## src/rtl/nono_line_scheduler.sv

```systemverilog
// rtl/nono_line_scheduler.sv - option FIFO to line solver sequencer (optional pass limit: NONO_PASS_LIMIT_EN)
module nono_line_scheduler #(
    parameter int SIZE       = 3,
    parameter int CNT_W      = 7,
    parameter int MAX_PASSES = 16
) (
    input  logic                            clk,
    input  logic                            rst,
    input  logic                            start,
    input  logic [2*SIZE-1:0][CNT_W-1:0]    init_amnt,
    input  logic [SIZE-1:0]                 fifo_dout,
    input  logic                            fifo_empty,
    input  logic                            fifo_full,
    output logic                            fifo_rd,
    output logic                            fifo_wr,
    output logic [SIZE-1:0]                 fifo_din,
    output logic                            solver_started,
    output logic                            solver_valid,
    output logic [SIZE-1:0]                 solver_option,
    input  logic                            solver_put_back,
    input  logic                            solver_solved,
    output logic                            busy,
    output logic                            done,
    output logic                            stuck,
`ifdef NONO_PASS_LIMIT_EN
    output logic                            timeout,
`endif
    output logic [2*SIZE-1:0][CNT_W-1:0]    old_options_amnt
);

    localparam int LINES  = 2 * SIZE;
    localparam int LINE_W = $clog2(LINES);
    localparam logic [LINE_W-1:0] LAST_LINE = LINE_W'(LINES - 1);

    typedef enum logic [3:0] {
        S_IDLE, S_SEL, S_IDX, S_OPT, S_RESP, S_PUT, S_ADV, S_DONE, S_STUCK
    } state_t;

    state_t                        state, state_d, after_opt;
    logic [LINES-1:0][CNT_W-1:0]   count;
    logic [LINE_W-1:0]             line;
    logic                          progress;
    logic                          first_flag;
    logic [CNT_W-1:0]              opt_left;
    logic [SIZE-1:0]               opt_q;
    logic                          do_start, do_idx, do_pop, do_rej, do_adv;

`ifdef NONO_PASS_LIMIT_EN
    localparam int PASS_W = $clog2(MAX_PASSES + 1);
    logic [PASS_W-1:0]             pass_cnt;
`endif

    assign busy             = (state != S_IDLE) && (state != S_DONE) && (state != S_STUCK);
    assign done             = (state == S_DONE);
    assign stuck            = (state == S_STUCK);
    assign old_options_amnt = count;

    always_ff @(posedge clk) begin
        if (rst) begin
            state <= S_IDLE;
        end else begin
            state <= state_d;
        end
    end

    always_comb begin
        state_d        = state;
        after_opt      = (opt_left != '0) ? S_OPT : S_ADV;
        fifo_rd        = 1'b0;
        fifo_wr        = 1'b0;
        fifo_din       = '0;
        solver_valid   = 1'b0;
        solver_option  = '0;
        solver_started = 1'b0;
        do_start       = 1'b0;
        do_idx         = 1'b0;
        do_pop         = 1'b0;
        do_rej         = 1'b0;
        do_adv         = 1'b0;
`ifdef NONO_PASS_LIMIT_EN
        timeout        = 1'b0;
`endif
        // A solved board freezes everything, including a pending put-back write.
        if (busy && solver_solved) begin
            state_d = S_DONE;
        end else begin
            case (state)
                S_IDLE, S_DONE, S_STUCK: begin
                    if (start) begin
                        do_start = 1'b1;
                        state_d  = S_SEL;
                    end
                end
                S_SEL: begin
                    if (count[line] == '0) do_adv = 1'b1;
                    else                   state_d = S_IDX;
                end
                S_IDX: begin
                    solver_valid   = 1'b1;
                    solver_option  = SIZE'(line);
                    solver_started = first_flag;
                    do_idx         = 1'b1;
                    state_d        = S_OPT;
                end
                S_OPT: begin
                    if (!fifo_empty) begin
                        fifo_rd       = 1'b1;
                        solver_valid  = 1'b1;
                        solver_option = fifo_dout;
                        do_pop        = 1'b1;
                        state_d       = S_RESP;
                    end
                end
                S_RESP: begin
                    if (solver_put_back) begin
                        if (fifo_full) begin
                            state_d = S_PUT;
                        end else begin
                            fifo_wr  = 1'b1;
                            fifo_din = opt_q;
                            state_d  = after_opt;
                        end
                    end else begin
                        do_rej  = 1'b1;
                        state_d = after_opt;
                    end
                end
                S_PUT: begin
                    if (!fifo_full) begin
                        fifo_wr  = 1'b1;
                        fifo_din = opt_q;
                        state_d  = after_opt;
                    end
                end
                S_ADV:   do_adv  = 1'b1;
                default: state_d = S_IDLE;
            endcase
        end
        // Skipped lines advance straight from SEL so an empty line costs one cycle.
        if (do_adv) begin
            if (line != LAST_LINE) begin
                state_d = S_SEL;
            end else if (!progress) begin
                state_d = S_STUCK;
`ifdef NONO_PASS_LIMIT_EN
            end else if (pass_cnt == PASS_W'(MAX_PASSES - 1)) begin
                state_d = S_STUCK;
                timeout = 1'b1;
`endif
            end else begin
                state_d = S_SEL;
            end
        end
    end

    always_ff @(posedge clk) begin
        if (rst) begin
            count      <= '0;
            line       <= '0;
            progress   <= 1'b0;
            first_flag <= 1'b0;
            opt_left   <= '0;
            opt_q      <= '0;
`ifdef NONO_PASS_LIMIT_EN
            pass_cnt   <= '0;
`endif
        end else begin
            if (do_start) begin
                count      <= init_amnt;
                line       <= '0;
                progress   <= 1'b0;
                first_flag <= 1'b1;
`ifdef NONO_PASS_LIMIT_EN
                pass_cnt   <= '0;
`endif
            end
            if (do_idx) begin
                first_flag <= 1'b0;
                opt_left   <= count[line];
            end
            if (do_pop) begin
                opt_q    <= fifo_dout;
                opt_left <= opt_left - 1'b1;
            end
            if (do_rej) begin
                if (count[line] != '0) count[line] <= count[line] - 1'b1;
                progress <= 1'b1;
            end
            if (do_adv) begin
                if (line != LAST_LINE) begin
                    line <= line + 1'b1;
                end else begin
                    line     <= '0;
                    progress <= 1'b0;
`ifdef NONO_PASS_LIMIT_EN
                    pass_cnt <= pass_cnt + 1'b1;
`endif
                end
            end
        end
    end

endmodule

```

## config.mk

```make
export PLATFORM = sky130hd
export DESIGN_NAME = nono_line_scheduler
export DESIGN_NICKNAME = d
export VERILOG_FILES = /design/src/rtl/nono_line_scheduler.sv
export SDC_FILE = /design/constraint.sdc
export NUM_CORES = 1
export LEC_CHECK = 0
export ABC_AREA = 1
export CELL_PAD_IN_SITES_DETAIL_PLACEMENT = 1
export CELL_PAD_IN_SITES_GLOBAL_PLACEMENT = 1
export CORE_UTILIZATION = 36
export DETAILED_ROUTE_END_ITERATION = 8
export PLACE_DENSITY_LB_ADDON = 0.1
export SLEW_MARGIN = 20
export SYNTH_ARGS = -nofsm -noshare
export SYNTH_HDL_FRONTEND = slang
export SYNTH_SLANG_ARGS = --single-unit
```

## constraint.sdc

```tcl
create_clock -name clk -period 3.42 [get_ports clk]
set_input_delay 0.342 -clock clk [delete_from_list [all_inputs] [get_ports clk]]
set_output_delay 0.342 -clock clk [all_outputs]
set_load 0.01 [all_outputs]
```

; Word-level counts from Yosys, hierarchy flattened
; Index checks and enable logic that the tools add are counted.
[classes]
add_sub_neg = 3
n_lt_le_gt_ge = 2
eq_ne = 16
n_mux = 59
n_reduce_logical = 14
[op_table]
columns = cell, n
row1 = 42-bit 2-to-1 mux, 4
row2 = 42-bit bitwise mux, 1
row3 = 4-bit 2-to-1 mux, 9
row4 = 3-bit 2-to-1 mux, 10
row5 = 7-bit 2-to-1 mux, 4
row6 = 4-bit one-hot mux with 7 select lines, 1
row7 = 1-bit 2-to-1 mux, 23
row8 = 7-bit binary-select mux with 3-bit select, 1
row9 = 7-bit demux with 3-bit select, 1
row10 = 4-bit != test (second input constant), 5
row11 = 4-bit by 3-bit equality test with 1-bit output (second input constant), 4
row12 = 7-bit nonzero test, 2
row13 = 7-bit by 1-bit subtractor with 7-bit output (second input constant), 2
row14 = 3-bit one-hot mux with 2 select lines, 2
row15 = 4-bit by 2-bit equality test with 1-bit output (second input constant), 2
row16 = 7-bit logical NOT, 1
row17 = 3-bit != test (second input constant), 2
row18 = 1-bit one-hot mux with 2 select lines, 3
row19 = 5-bit AND reduction, 1
row20 = 4-bit by 1-bit equality test with 1-bit output (second input constant), 1
row21 = 4-bit equality test (second input constant), 1
row22 = 1-bit logical AND, 4
row23 = 4-bit logical NOT, 1
row24 = 3-bit by 4-bit less-than comparator with 1-bit output (second input constant), 1
row25 = other kinds (7), 8
[totals]
ff_bits = 61
out_inout_bits = 55
wordCells = 106

; Logic depth before layout (Yosys ltp)
; Gate-level depths: netlist of the first run.
[logic_depth]
ltp_word = 10
mapped_depth = 18
ltp_nobuf = 16

; Worst setup path before layout of the first run
; OpenSTA, ideal clock, no wires.
[synth_path]
kind = reg-to-reg
start = register line[0]
end = register count (netlist bit old_options_amnt[24])
setup_ps = 136
arrival_time_ps = 2061
setup_slack_ps = 1224
stages_incl_launch_ff = 17
n_path_buf = 3
period_less_slack_ps = 2196
cell_sequence = dfxtp_1 buf_6 buf_6 nand2_1 nor2_1 a21oi_1 nand3_2 inv_1 ha_1 inv_1 nor2_2 nand3_4 nand2_2 nor2_4 buf_6 o21ai_1 a21oi_1
[synth_via]
elab_chain_len = 7
word_cells_on_any_way = 12
classes_between = add/sub (1) / order compare (2) / mux (7) / reduce/logical (2)
[synth_lines]
columns = item, line
row1 = "start, declared", 41  ; logic [LINE_W-1:0] line;
row2 = "start signal, assigned", 191  ; line <= line + 1'b1;
row3 = "parallel branches: the longest is 5 deep, another holds 7-bit by 1-bit subtractor with 7-bit output", --
row4 = 42-bit 2-to-1 mux (*), 186  ; if (count[line] != '0) count[line] <= count[line] - 1'b1;
row5 = 42-bit 2-to-1 mux (*), 185  ; if (do_rej) begin
row6 = "end signal, assigned", 169  ; count <= init_amnt;
row7 = "end, declared", 40  ; logic [LINES-1:0][CNT_W-1:0] count;
; Mark *: on every way between the ends. The select of a mux whose other input is x is not followed.
; A chain may end at the register's enable or synchronous reset.

; Worst setup path after layout of the first run
[layout_path]
start = register state[0]
end = output solver_valid
[layout_via]
elab_chain_len = 5
word_cells_on_any_way = 10
classes_between = eq/ne (4) / mux (2) / reduce/logical (4)
[layout_lines]
columns = item, line
row1 = "start, declared", 39  ; state_t state, state_d, after_opt;
row2 = "start signal, assigned", 62  ; state <= state_d;
row3 = 4-bit by 3-bit != test with 1-bit output / 4-bit nonzero test (equally long branches), 53  ; assign busy = (state != S_IDLE) && (state != S_DONE) && (state != S_STUCK);
row4 = 1-bit logical AND (2 in series), 53
row5 = 1-bit logical AND, 84  ; if (busy && solver_solved) begin
row6 = 1-bit 2-to-1 mux (*), 84
row7 = "end, declared", 18  ; output logic solver_valid,
; Every way passes the cells marked *; elsewhere a longest branch is shown, timed or not.

==> summary.txt, run 1 <==
PWR
-------------------------------------------------------------------------------------
Switching share of power                                                       51.79%
Power share of the combinational group                                          63.4%
Internal cell power                                                           2119 uW
Cell area power density                                                  846.8 nW/um^2
Portion of total power attributed to sequential cells                           23.6%
Static Leak                                                               0.002277 uW
Net switching power                                                           2276 uW
Highest ir drop seen on vdd                                                 0.3447 mV
Share of power burned in the clock network                                      13.0%

STA
-------------------------------------------------------------------------------------
Setup TNS after final layout                                                     0 ns
Final setup violation count                                                         0
Max_slew headroom                                                              34.94%
Worst Tran Pin Value                                                        0.9689 ns
Period minus WS final                                                        2.944 ns
Endpoints failing hold                                                              0
Pins Over Slew Limit                                                                0
Final clock skew                                                          0.007387 ns
Unrepaired setup endpoints after global routing                                    no
Share of the clock period used by the worst path after layout                  86.08%
Peak Freq                                                                  0.3397 GHz

GRT
-------------------------------------------------------------------------------------
Global-route wire length before repair                                       23.07 mm
Number of antenna violations at the first check in global routing                   0
Via count of the first global-routing pass                                      4,597
Total GRT Usage                                                                26.58%
Aggregate global routing overflow                                                   0
Maximum number of pins on one net before global-route repair                       52

DIE
-------------------------------------------------------------------------------------
Horizontal extent of the die                                                 105.8 um
I/O pin total                                                                     107
Die area                                                                 11,190 sq um
Site Rows                                                                          37
Starting utilization of the core area                                          37.39%
Floorplan core area                                                      10,370 sq um
Y dimension of the die                                                       105.8 um

JOB
-------------------------------------------------------------------------------------
Max cap viols                                                                       0

DRT
-------------------------------------------------------------------------------------
DR vias                                                                         4,411
Starting DRC count in detailed routing                                            200
Total routed wirelength                                                      14.22 mm
Routed wire per std cell                                                     16.71 um
DRC violations left                                                                 0
Length of the first detailed-routing pass in iterations                             4
Via-to-Cell Ratio                                                               5.183
Antenna viol nets, final                                                            0

SETUP PATH
-------------------------------------------------------------------------------------
Critical path start-end classification                                        reg2out
Setup slack of the most critical reg-to-reg path                              0.69 ns
Critical path fanouts, max                                                         15
Type of element launching the critical path                                 flip-flop
Cells along the critical path                                            nand2_1 -> o21ai_2 -> inv_2 -> nand2_4 -> nand2_1 -> inv_1 -> nor2_2 -> inv_2 -> clkdlybuf4s50_1
Slowest library cell on the worst path                                   sky130_fd_sc_hd__clkdlybuf4s50_1
Worst path required time                                                      3.08 ns
Slowest stage delay, CP                                                       0.53 ns
Worst Path Arrival                                                            2.60 ns
Crit. End Element                                                          output pin

CTS
-------------------------------------------------------------------------------------
Clock latency on the worst-skew pair                                          0.35 ns
Post-CTS Setup Repair Bufs                                                          0
Clock tree sinks                                                                   61
Clock buffer count from CTS                                                         9
Clock root buffer                                                        sky130_fd_sc_hd__clkbuf_8
Number of hold-repair buffers added at the cts stage                                0
Clock transition at path regs                                                 0.07 ns
CTS tree                                                                         done
Resized Gates After CTS                                                             0
Clk buf depth                                                                       2
Number of H-tree levels                                                             3

YOSYS
-------------------------------------------------------------------------------------
Flip-flop and latch count after synthesis                                          61
Portion of synthesized cell area occupied by the leading cell type             31.49%
Synthesized instance count                                                        612
Cell type with the highest aggregate area in the netlist                 sky130_fd_sc_hd__dfxtp_1
Combined area of all synthesized cells                                     3877 sq um
Largest cells by area after synthesis                                    sky130_fd_sc_hd__dfxtp_1, sky130_fd_sc_hd__nand2_1, sky130_fd_sc_hd__a21oi_1, sky130_fd_sc_hd__nand3_1, sky130_fd_sc_hd__o21ai_0
Register area share after synthesis                                            31.49%
Post-synthesis share of cell area spent on and, or, nand and nor gates         40.01%
Parity-gate share of the synthesized area counting xor and xnor cells          1.581%
Mapped Avg Cell Area                                                      6.336 sq um
Mapped Nets                                                                       667
Netlist cell types                                                                 44
Compound-gate portion of the synthesized area                                  15.78%
Number of synthesis warnings                                                        0
Adder-cell share of the synthesized area                                      0.9681%
Multiplexer share of the synthesized area                                          0%
Largest family of logic cells by synthesized area                        simple AND/OR/NAND/NOR gates

WORST HOLD PATH
-------------------------------------------------------------------------------------
Worst min-delay path class                                                    reg2reg

CELLS AND AREA
-------------------------------------------------------------------------------------
Layout cells sized above 1                                                     9.790%
Number of diodes added for antenna fixing                                           0
Final net count                                                                   767
Share of the core filled with cells in the final layout                        50.05%
Area overhead of the layout relative to synthesis                              33.85%
Final-layout fill cell count                                                    1,400

STATUS
-------------------------------------------------------------------------------------
Outcome                                                                  finished clean

PLACED DESIGN
-------------------------------------------------------------------------------------
Weighted congestion at the end of routability-driven global placement          0.8910
Detailed placer's ending HPWL                                                10.99 mm
Number of buffers inserted by port buffering                                      106

through the flow:
step           instance area [sq um]  power [uW]  setup slack [ns]  std cells  hold slack, ns
2_1_floorplan                   3877        2695             1.224        612          0.4205
3_3_place_gp                    5025        3754            0.8514        837          0.4443
3_5_place_dp                    5025        3835            0.6814        837          0.4473
4_1_cts                         5190        4413            0.4603        851          0.4576
5_1_grt                         5190        4716            0.3124        851          0.4876
6_report                        5190        4395            0.4762        851          0.4595
logic make-up (layout without fill, tap and decap cells):
logic type / Yosys count / after routing
AND/OR/NAND/NOR: 340 / 340
AO/OA/AOI/OAI: 112 / 112
buffers and inverters: 89 / 192
flip-flops: 61 / 61
XOR/XNOR: 7 / 7
adder cells (fa/ha/maj): 3 / 3
layout by cell type, fill, tap and decap left out, types with 2 or more instances in the layout:
master                            netlist  routed
sky130_fd_sc_hd__inv_1                 49      49
sky130_fd_sc_hd__a21oi_1               52      52
sky130_fd_sc_hd__nor2_2                 4       4
sky130_fd_sc_hd__buf_4                  1       9
sky130_fd_sc_hd__inv_4                  2       2
sky130_fd_sc_hd__nor3_1                 2       2
sky130_fd_sc_hd__nand2_1              203     203
sky130_fd_sc_hd__clkdlybuf4s50_1        0     106
sky130_fd_sc_hd__o21ai_1                5       5
sky130_fd_sc_hd__o211ai_2               3       3
sky130_fd_sc_hd__xor2_1                 5       5
sky130_fd_sc_hd__o21ai_0               42      42
sky130_fd_sc_hd__clkbuf_8               0      11
sky130_fd_sc_hd__dfxtp_1               61      61
sky130_fd_sc_hd__or2_1                  3       3
sky130_fd_sc_hd__nand3b_1               2       2
sky130_fd_sc_hd__ha_1                   3       3
sky130_fd_sc_hd__nand2_2                3       3
sky130_fd_sc_hd__xnor2_1                2       2
sky130_fd_sc_hd__inv_2                 11      11
sky130_fd_sc_hd__a31oi_1                2       2
sky130_fd_sc_hd__nand3_2               11      11
sky130_fd_sc_hd__nor2_1                43      43
sky130_fd_sc_hd__o211ai_1               2       2
sky130_fd_sc_hd__clkinv_2               1       3
sky130_fd_sc_hd__nand4_1                4       4
sky130_fd_sc_hd__nor2_4                 6       6
sky130_fd_sc_hd__nand3_1               51      51
cells in the mapped netlist (all sizes together):
cell type	n
a211oi	1
a21oi	52
a31oi	2
and3	1
buf	17
clkbuf	9
clkinv	1
dfxtp	61
ha	3
inv	62
nand2	207
nand3	63
nand3b	2
nand4	5
nor2	53
nor3	3
nor3b	1
nor4	1
o2111ai	1
o211a	1
o211ai	5
o21ai	48
o221ai	1
o31ai	1
or2	4
xnor2	2
xor2	5
worst paths after layout:
kind,from,to,depth (start not counted)
worst max-delay path,state[0],solver_valid,9
worst min-delay path,opt_q[0],opt_q[0],2
worst max register to register,line[0],old_options_amnt[24],8
worst min register to register,opt_q[0],opt_q[0],2
metal layers:
layer,share of wire [%],global-route usage [%]
met3,4.3,4.947
met5,0,0
met1,43,32.10
met2,50,45.70
met4,3.1,11.71
power groups by stage:
stage	sequential (uW)	combinational (uW)	clock (uW)
after floorplan	1020	1680	0
after global placement	1050	2710	0
after detailed placement	1050	2780	0
after CTS	1040	2800	579
after global routing	1060	3050	610
final	1040	2790	571
critical path: cells and delay by family (launching register included):
| family | cells | cell delay (ns) |
|---|---|---|
| simple gates | 4 | 0.59 |
| buf+inv | 4 | 0.93 |
| compound gates | 1 | 0.25 |
| flops | 1 | 0.47 |
flip-flops by register name, summed over array words and instances (netlist names):
name	flops
opt_q	3
opt_left	7
progress	1
line	3
state	4
old_options_amnt	42
first_flag	1
layout make-up:
cell class                 count  area, sq um  share of cell area, %
multi-input combinational    462         2262                  43.59
sequential                    61         1221                  23.53
timing repair buffer         115         1129                  21.75
inverter                      63        242.7                  4.677
tap                          136        170.2                  3.279
clock buffer                  12        155.1                  2.989
clock inverter                 2        10.01                 0.1929
Note: power is estimated with default switching activity, not from simulation.
==> run 2, diff against run 1 <==
Settings changed: SETUP_SLACK_MARGIN set to 0.4.
==> run 2 against run 1 <==
Compared with the run above: register-to-register slack about the same; global-route usage is the same; sequential power about the same; setup slack improved by 0.12 ns; clock-buffer cell count unchanged; combinational power about the same; clock skew barely moved; clock power about the same; sequential share of layout area barely moved; core utilization about the same; sequential cell count stayed put; critical endpoint unchanged; largest cell class unchanged.
==> summary.txt, run 2 (same netlist as run 1, synthesis figures left out) <==
STATUS
------------------------------------------------------------------------------------
Outcome                                                                 finished clean

CTS
------------------------------------------------------------------------------------
Number of hold-repair buffers added at the cts stage                               0
CTS tree                                                                        done
Clock latency on the worst-skew pair                                         0.35 ns
Clk buf depth                                                                      2
Clock tree sinks                                                                  61
Post-CTS Setup Repair Bufs                                                         0
Clock root buffer                                                       sky130_fd_sc_hd__clkbuf_8
Number of H-tree levels                                                            3
Clock buffer count from CTS                                                        9
Clock transition at path regs                                                0.07 ns

SETUP PATH
------------------------------------------------------------------------------------
Cell occurring most often along the worst timing path                   sky130_fd_sc_hd__inv_2
CP Launch Point                                                             state[1]
Worst path required time                                                     3.08 ns
Depth of the worst register-to-register path                                       8
Slowest stage delay, CP                                                      0.53 ns
Worst Path Arrival                                                           2.48 ns
Critical R2R Launch                                                          line[0]
Critical path start-end classification                                       reg2out
Setup slack of the most critical reg-to-reg path                             0.69 ns
Crit. End Element                                                         output pin
Crit Reg-Reg Endpoint                                                   old_options_amnt[24]
Cells along the critical path                                           nand2_1 -> o21ai_2 -> inv_2 -> nand2_4 -> nand2_1 -> inv_2 -> nor2_2 -> inv_2 -> clkdlybuf4s50_1
Slowest library cell on the worst path                                  sky130_fd_sc_hd__clkdlybuf4s50_1
Type of element launching the critical path                                flip-flop
Critical path fanouts, max                                                        15
Critical path destination                                               solver_valid

DRT
------------------------------------------------------------------------------------
DR vias                                                                        4,398
Length of the first detailed-routing pass in iterations                            4
DRC violations left                                                                0
Via-to-Cell Ratio                                                              5.168
Antenna viol nets, final                                                           0
Starting DRC count in detailed routing                                           202
Total routed wirelength                                                     14.20 mm
Routed wire per std cell                                                    16.69 um

CELLS AND AREA
------------------------------------------------------------------------------------
Flip-flop count of the largest register, all copies and words added               42
Number of diodes added for antenna fixing                                          0
Finished layout cell area                                                 5191 sq um
Area overhead of the layout relative to synthesis                             33.88%
Most frequent cells in the layout                                       sky130_fd_sc_hd__nand2_1, sky130_fd_sc_hd__clkdlybuf4s50_1, sky130_fd_sc_hd__dfxtp_1
Leading cell type in the layout, fill and taps excluded                 sky130_fd_sc_hd__nand2_1
Final net count                                                                  767
Share of the core filled with cells in the final layout                       50.06%
Layout cells sized above 1                                                    10.07%

PWR
------------------------------------------------------------------------------------
Highest ir drop seen on vdd                                                0.3434 mV
Internal cell power                                                          2120 uW
Share of power burned in the clock network                                     13.0%
Cell area power density                                                 846.1 nW/um^2
Net switching power                                                          2272 uW
Power share of the combinational group                                         63.3%
Switching share of power                                                      51.72%
Static Leak                                                              0.002275 uW
Portion of total power attributed to sequential cells                          23.6%

STA
------------------------------------------------------------------------------------
Setup TNS after final layout                                                    0 ns
Final clock skew                                                         0.007510 ns
Share of the clock period used by the worst path after layout                 82.64%
Unrepaired setup endpoints after global routing                                   no
Final worst hold slack                                                     0.4614 ns
Period minus WS final                                                       2.826 ns
Worst Tran Pin Value                                                       0.9663 ns
Endpoints failing hold                                                             0
Max_slew headroom                                                             35.12%
Final setup violation count                                                        0
Pins Over Slew Limit                                                               0
Peak Freq                                                                 0.3538 GHz

GRT
------------------------------------------------------------------------------------
Number of antenna violations at the first check in global routing                  0
Maximum number of pins on one net before global-route repair                      52
Total GRT Usage                                                               26.58%
Aggregate global routing overflow                                                  0
Global-route wire length before repair                                      23.07 mm
Via count of the first global-routing pass                                     4,597

PLACED DESIGN
------------------------------------------------------------------------------------
Weighted congestion at the end of routability-driven global placement         0.8910
Detailed placer's ending HPWL                                               10.99 mm
Placed cell area                                                          5025 sq um
Number of buffers inserted by port buffering                                     106

DIE
------------------------------------------------------------------------------------
Horizontal extent of the die                                                105.8 um
Floorplan core area                                                     10,370 sq um
I/O pin total                                                                    107
Site Rows                                                                         37
Starting utilization of the core area                                         37.39%
Die area                                                                11,190 sq um
Y dimension of the die                                                      105.8 um

JOB
------------------------------------------------------------------------------------
Max cap viols                                                                      0

WORST HOLD PATH
------------------------------------------------------------------------------------
Worst min-delay path class                                                   reg2reg

run 2: per-stage QoR:
step	power, uW	instances	worst slack [ns]
after CTS	4413	851	0.4603
after global routing	4719	851	0.4204
final	4392	851	0.5937
after floorplan	2695	612	1.224
after detailed placement	3835	837	0.6814
after global placement	3754	837	0.8514
run 2: power by group through the flow:
stage,clock (uW),sequential (uW),combinational (uW)
2_1_floorplan,0,1020,1680
3_3_place_gp,0,1050,2710
3_5_place_dp,0,1050,2780
4_1_cts,579,1040,2800
5_1_grt,610,1060,3050
6_report,572,1040,2780
run 2: what timing repair did:
action / in CTS / in global routing
resized for setup: 0 / 2
setup endpoints to repair: 0 / 1
hold endpoints to repair: 0 / 0
run 2: layout make-up:
class | instances | area, sq um
Clock buffer | 12 | 155.1
Clock inverter | 2 | 10.01
Fill cell | 1401 | 5179
Inverter | 63 | 242.7
Multi-Input combinational cell | 462 | 2262
Sequential cell | 61 | 1222
Tap cell | 136 | 170.2
Timing Repair Buffer | 115 | 1129
run 2: worst min path at each step:
| stage | startpoint | to | slack, ns | cells past startpoint |
|---|---|---|---|---|
| 2_1_floorplan | rst | state[2] | 0.42 | 1 |
| 3_3_place_gp | opt_q[1] | opt_q[1] | 0.44 | 2 |
| 3_5_place_dp | opt_q[0] | opt_q[0] | 0.45 | 2 |
| 4_1_cts | opt_q[0] | opt_q[0] | 0.46 | 2 |
| 5_1_grt | opt_q[2] | opt_q[2] | 0.49 | 2 |
| 6_report | opt_q[0] | opt_q[0] | 0.46 | 2 |
run 2: worst max-delay path, delay by kind of cell, from the launching register on:
family                 cells  cell delay (ns)
buffers and inverters      4             0.86
AO/OA/AOI/OAI              1             0.24
AND/OR/NAND/NOR            4             0.56
flip-flops                 1             0.45
run 2: metal layers:
layer	GRT usage [%]	wire length, um	part of all wire (%)
met5	0	0	0
met3	4.947	590	4.2
met2	45.70	7122	50
met1	32.10	6107	43
met4	11.71	379	2.7
==> run 3, diff against run 2 <==
Settings changed: CORE_UTILIZATION 36 to 33.
Clock period 3.42 ns to 2.62 ns, I/O delays scaled along.
==> run 3 against run 2 <==
Compared with the run above: combinational power up 61%; core utilization rose by 1.4 points; sequential power up 33%; first-iteration DRC count rose by 31%; hold slack lost 0.0032 ns; non-clock buffer count up 38; setup slack got worse by 0.21 ns; power increased by 60%; sequential cell count did not move; via count grew 4.8%.
==> summary.txt, run 3 (same netlist as run 1, synthesis figures left out) <==
CTS
------------------------------------------------------------------------------------
Number of hold-repair buffers added at the cts stage                               0
Clk buf depth                                                                      2
Clock latency on the worst-skew pair                                         0.34 ns
Number of H-tree levels                                                            3
CTS tree                                                                        done
Clock root buffer                                                       sky130_fd_sc_hd__clkbuf_16
Clock transition at path regs                                                0.05 ns
Clock buffer count from CTS                                                        9
Clock tree sinks                                                                  61

DIE
------------------------------------------------------------------------------------
I/O pin total                                                                    107
Die area                                                                12,190 sq um
Floorplan core area                                                     11,420 sq um
Starting utilization of the core area                                         33.96%
Y dimension of the die                                                      110.4 um
Site Rows                                                                         39
Horizontal extent of the die                                                110.4 um

DRT
------------------------------------------------------------------------------------
Total routed wirelength                                                     15.62 mm
Length of the first detailed-routing pass in iterations                            4
Via-to-Cell Ratio                                                              5.130
Starting DRC count in detailed routing                                           265
Antenna viol nets, final                                                           0
DRC violations left                                                                0
Routed wire per std cell                                                    17.40 um
DR vias                                                                        4,607

CELLS AND AREA
------------------------------------------------------------------------------------
Multi-input gate area                                                     2450 sq um
Leading cell type in the layout, fill and taps excluded                 sky130_fd_sc_hd__nand2_1
Footprint of the flip-flops and latches                                   1237 sq um
Most frequent cells in the layout                                       sky130_fd_sc_hd__nand2_1, sky130_fd_sc_hd__clkdlybuf4s50_1, sky130_fd_sc_hd__dfxtp_1
Final-layout fill cell count                                                   1,471
Final net count                                                                  805
Flip-flop count of the largest register, all copies and words added               42
Layout cells sized above 1                                                    20.00%
Number of diodes added for antenna fixing                                          0
Area overhead of the layout relative to synthesis                             51.44%

STA
------------------------------------------------------------------------------------
Final clock skew                                                         0.006869 ns
Max_slew headroom                                                             53.62%
Pins Over Slew Limit                                                               0
Period minus WS final                                                       2.238 ns
Share of the clock period used by the worst path after layout                 85.43%
Setup ws final                                                             0.3817 ns
Final setup violation count                                                        0
Setup TNS after final layout                                                    0 ns
Worst Tran Pin Value                                                       0.6948 ns
Peak Freq                                                                 0.4468 GHz
Endpoints failing hold                                                             0
Unrepaired setup endpoints after global routing                                  yes

WORST HOLD PATH
------------------------------------------------------------------------------------
Hold path endpoint                                                          opt_q[2]
HP Start                                                                    opt_q[2]
Cell depth of the worst hold path                                                  2
Worst min-delay path class                                                   reg2reg

SETUP PATH
------------------------------------------------------------------------------------
Critical R2R Launch                                                          line[0]
Crit Reg-Reg Endpoint                                                   old_options_amnt[41]
Cells along the critical path                                           nor2_2 -> inv_2 -> nor2_4 -> inv_1 -> o21ai_0 -> nand2_1 -> inv_1 -> clkdlybuf4s50_1
Cell occurring most often along the worst timing path                   sky130_fd_sc_hd__inv_1
Critical path start-end classification                                       reg2out
Slowest stage delay, CP                                                      0.53 ns
Type of element launching the critical path                                flip-flop
Crit. End Element                                                         output pin
Worst path required time                                                     2.36 ns
Slowest library cell on the worst path                                  sky130_fd_sc_hd__clkdlybuf4s50_1
Setup slack of the most critical reg-to-reg path                             0.40 ns
CP Launch Point                                                             state[2]
Worst Path Arrival                                                           1.98 ns
Critical path fanouts, max                                                         5
Depth of the worst register-to-register path                                      14

JOB
------------------------------------------------------------------------------------
Max cap viols                                                                      0

GRT
------------------------------------------------------------------------------------
Number of antenna violations at the first check in global routing                  0
Global-route wire length before repair                                      23.65 mm
Via count of the first global-routing pass                                     4,613
Aggregate global routing overflow                                                  0
Maximum number of pins on one net before global-route repair                      40
Total GRT Usage                                                               26.06%

PWR
------------------------------------------------------------------------------------
Static Leak                                                              0.002643 uW
Highest ir drop seen on vdd                                                0.7808 mV
Cell area power density                                                 1200 nW/um^2

PLACED DESIGN
------------------------------------------------------------------------------------
Number of buffers inserted by port buffering                                     106
Worst slack at placement                                                   0.1826 ns
Detailed placer's ending HPWL                                               11.51 mm
Weighted congestion at the end of routability-driven global placement         0.9103

STATUS
------------------------------------------------------------------------------------
Outcome                                                                 finished clean

## run 3: metal layers
| layer | GRT usage, % | share of wire, % | vias to the layer above |
|---|---|---|---|
| met5 | 0 | 0 | - |
| li1 | - | - | 2263 |
| met2 | 45.87 | 51 | 107 |
| met3 | 4.174 | 3.6 | 34 |
| met4 | 11.09 | 3.2 | 0 |
| met1 | 31.19 | 43 | 2203 |
## run 3: how the worst max path moves through the flow
| stage | depth (start not counted) | end |
|---|---|---|
| global route | 9 | solver_option[1] |
| CTS | 10 | solver_started |
| global placement | 9 | solver_valid |
| detailed placement | 9 | solver_valid |
| floorplan | 16 | old_options_amnt[24] |
| finish | 8 | solver_option[1] |
## run 3: report_power, final
group,switching (uW),internal (uW)
Combinational,2680,1790
Clock,437,759
Sequential,237,1140
## run 3: layout make-up
class                      instances  area share [%]
inverter                          63           4.347
tap                              143           3.047
timing repair buffer             153           24.80
sequential                        61           21.07
clock inverter                     4          0.8097
multi-input combinational        462           41.72
clock buffer                      12           4.198
## run 3: critical path, delay by kind of cell, from the launching register on
family	cells	cell delay, ns
and+or+nand+nor	3	0.40
buffers and inverters	4	0.76
AOI/OAI and AO/OA	1	0.14
DFF	1	0.34
## run 3: timing repair
action,4_1_cts,5_1_grt
setup buffers,8,15
endpoints found under the hold margin,0,0
cloned,0,0
pin swaps,9,20
gates resized for setup,34,55
endpoints found under the setup margin,58,54
## run 3: through the flow
stage,hold slack [ns],total power [uW],std cells,utilization (%),cell area [sq um]
final,0.4583,7044,898,51.42,5872
after global routing,0.4702,7485,898,51.42,5872
after CTS,0.4568,6553,883,48.81,5573
after detailed placement,0.4484,5146,859,45.07,5146
after global placement,0.4442,5113,859,45.07,5146
after floorplan,0.3405,3517,612,-,3877
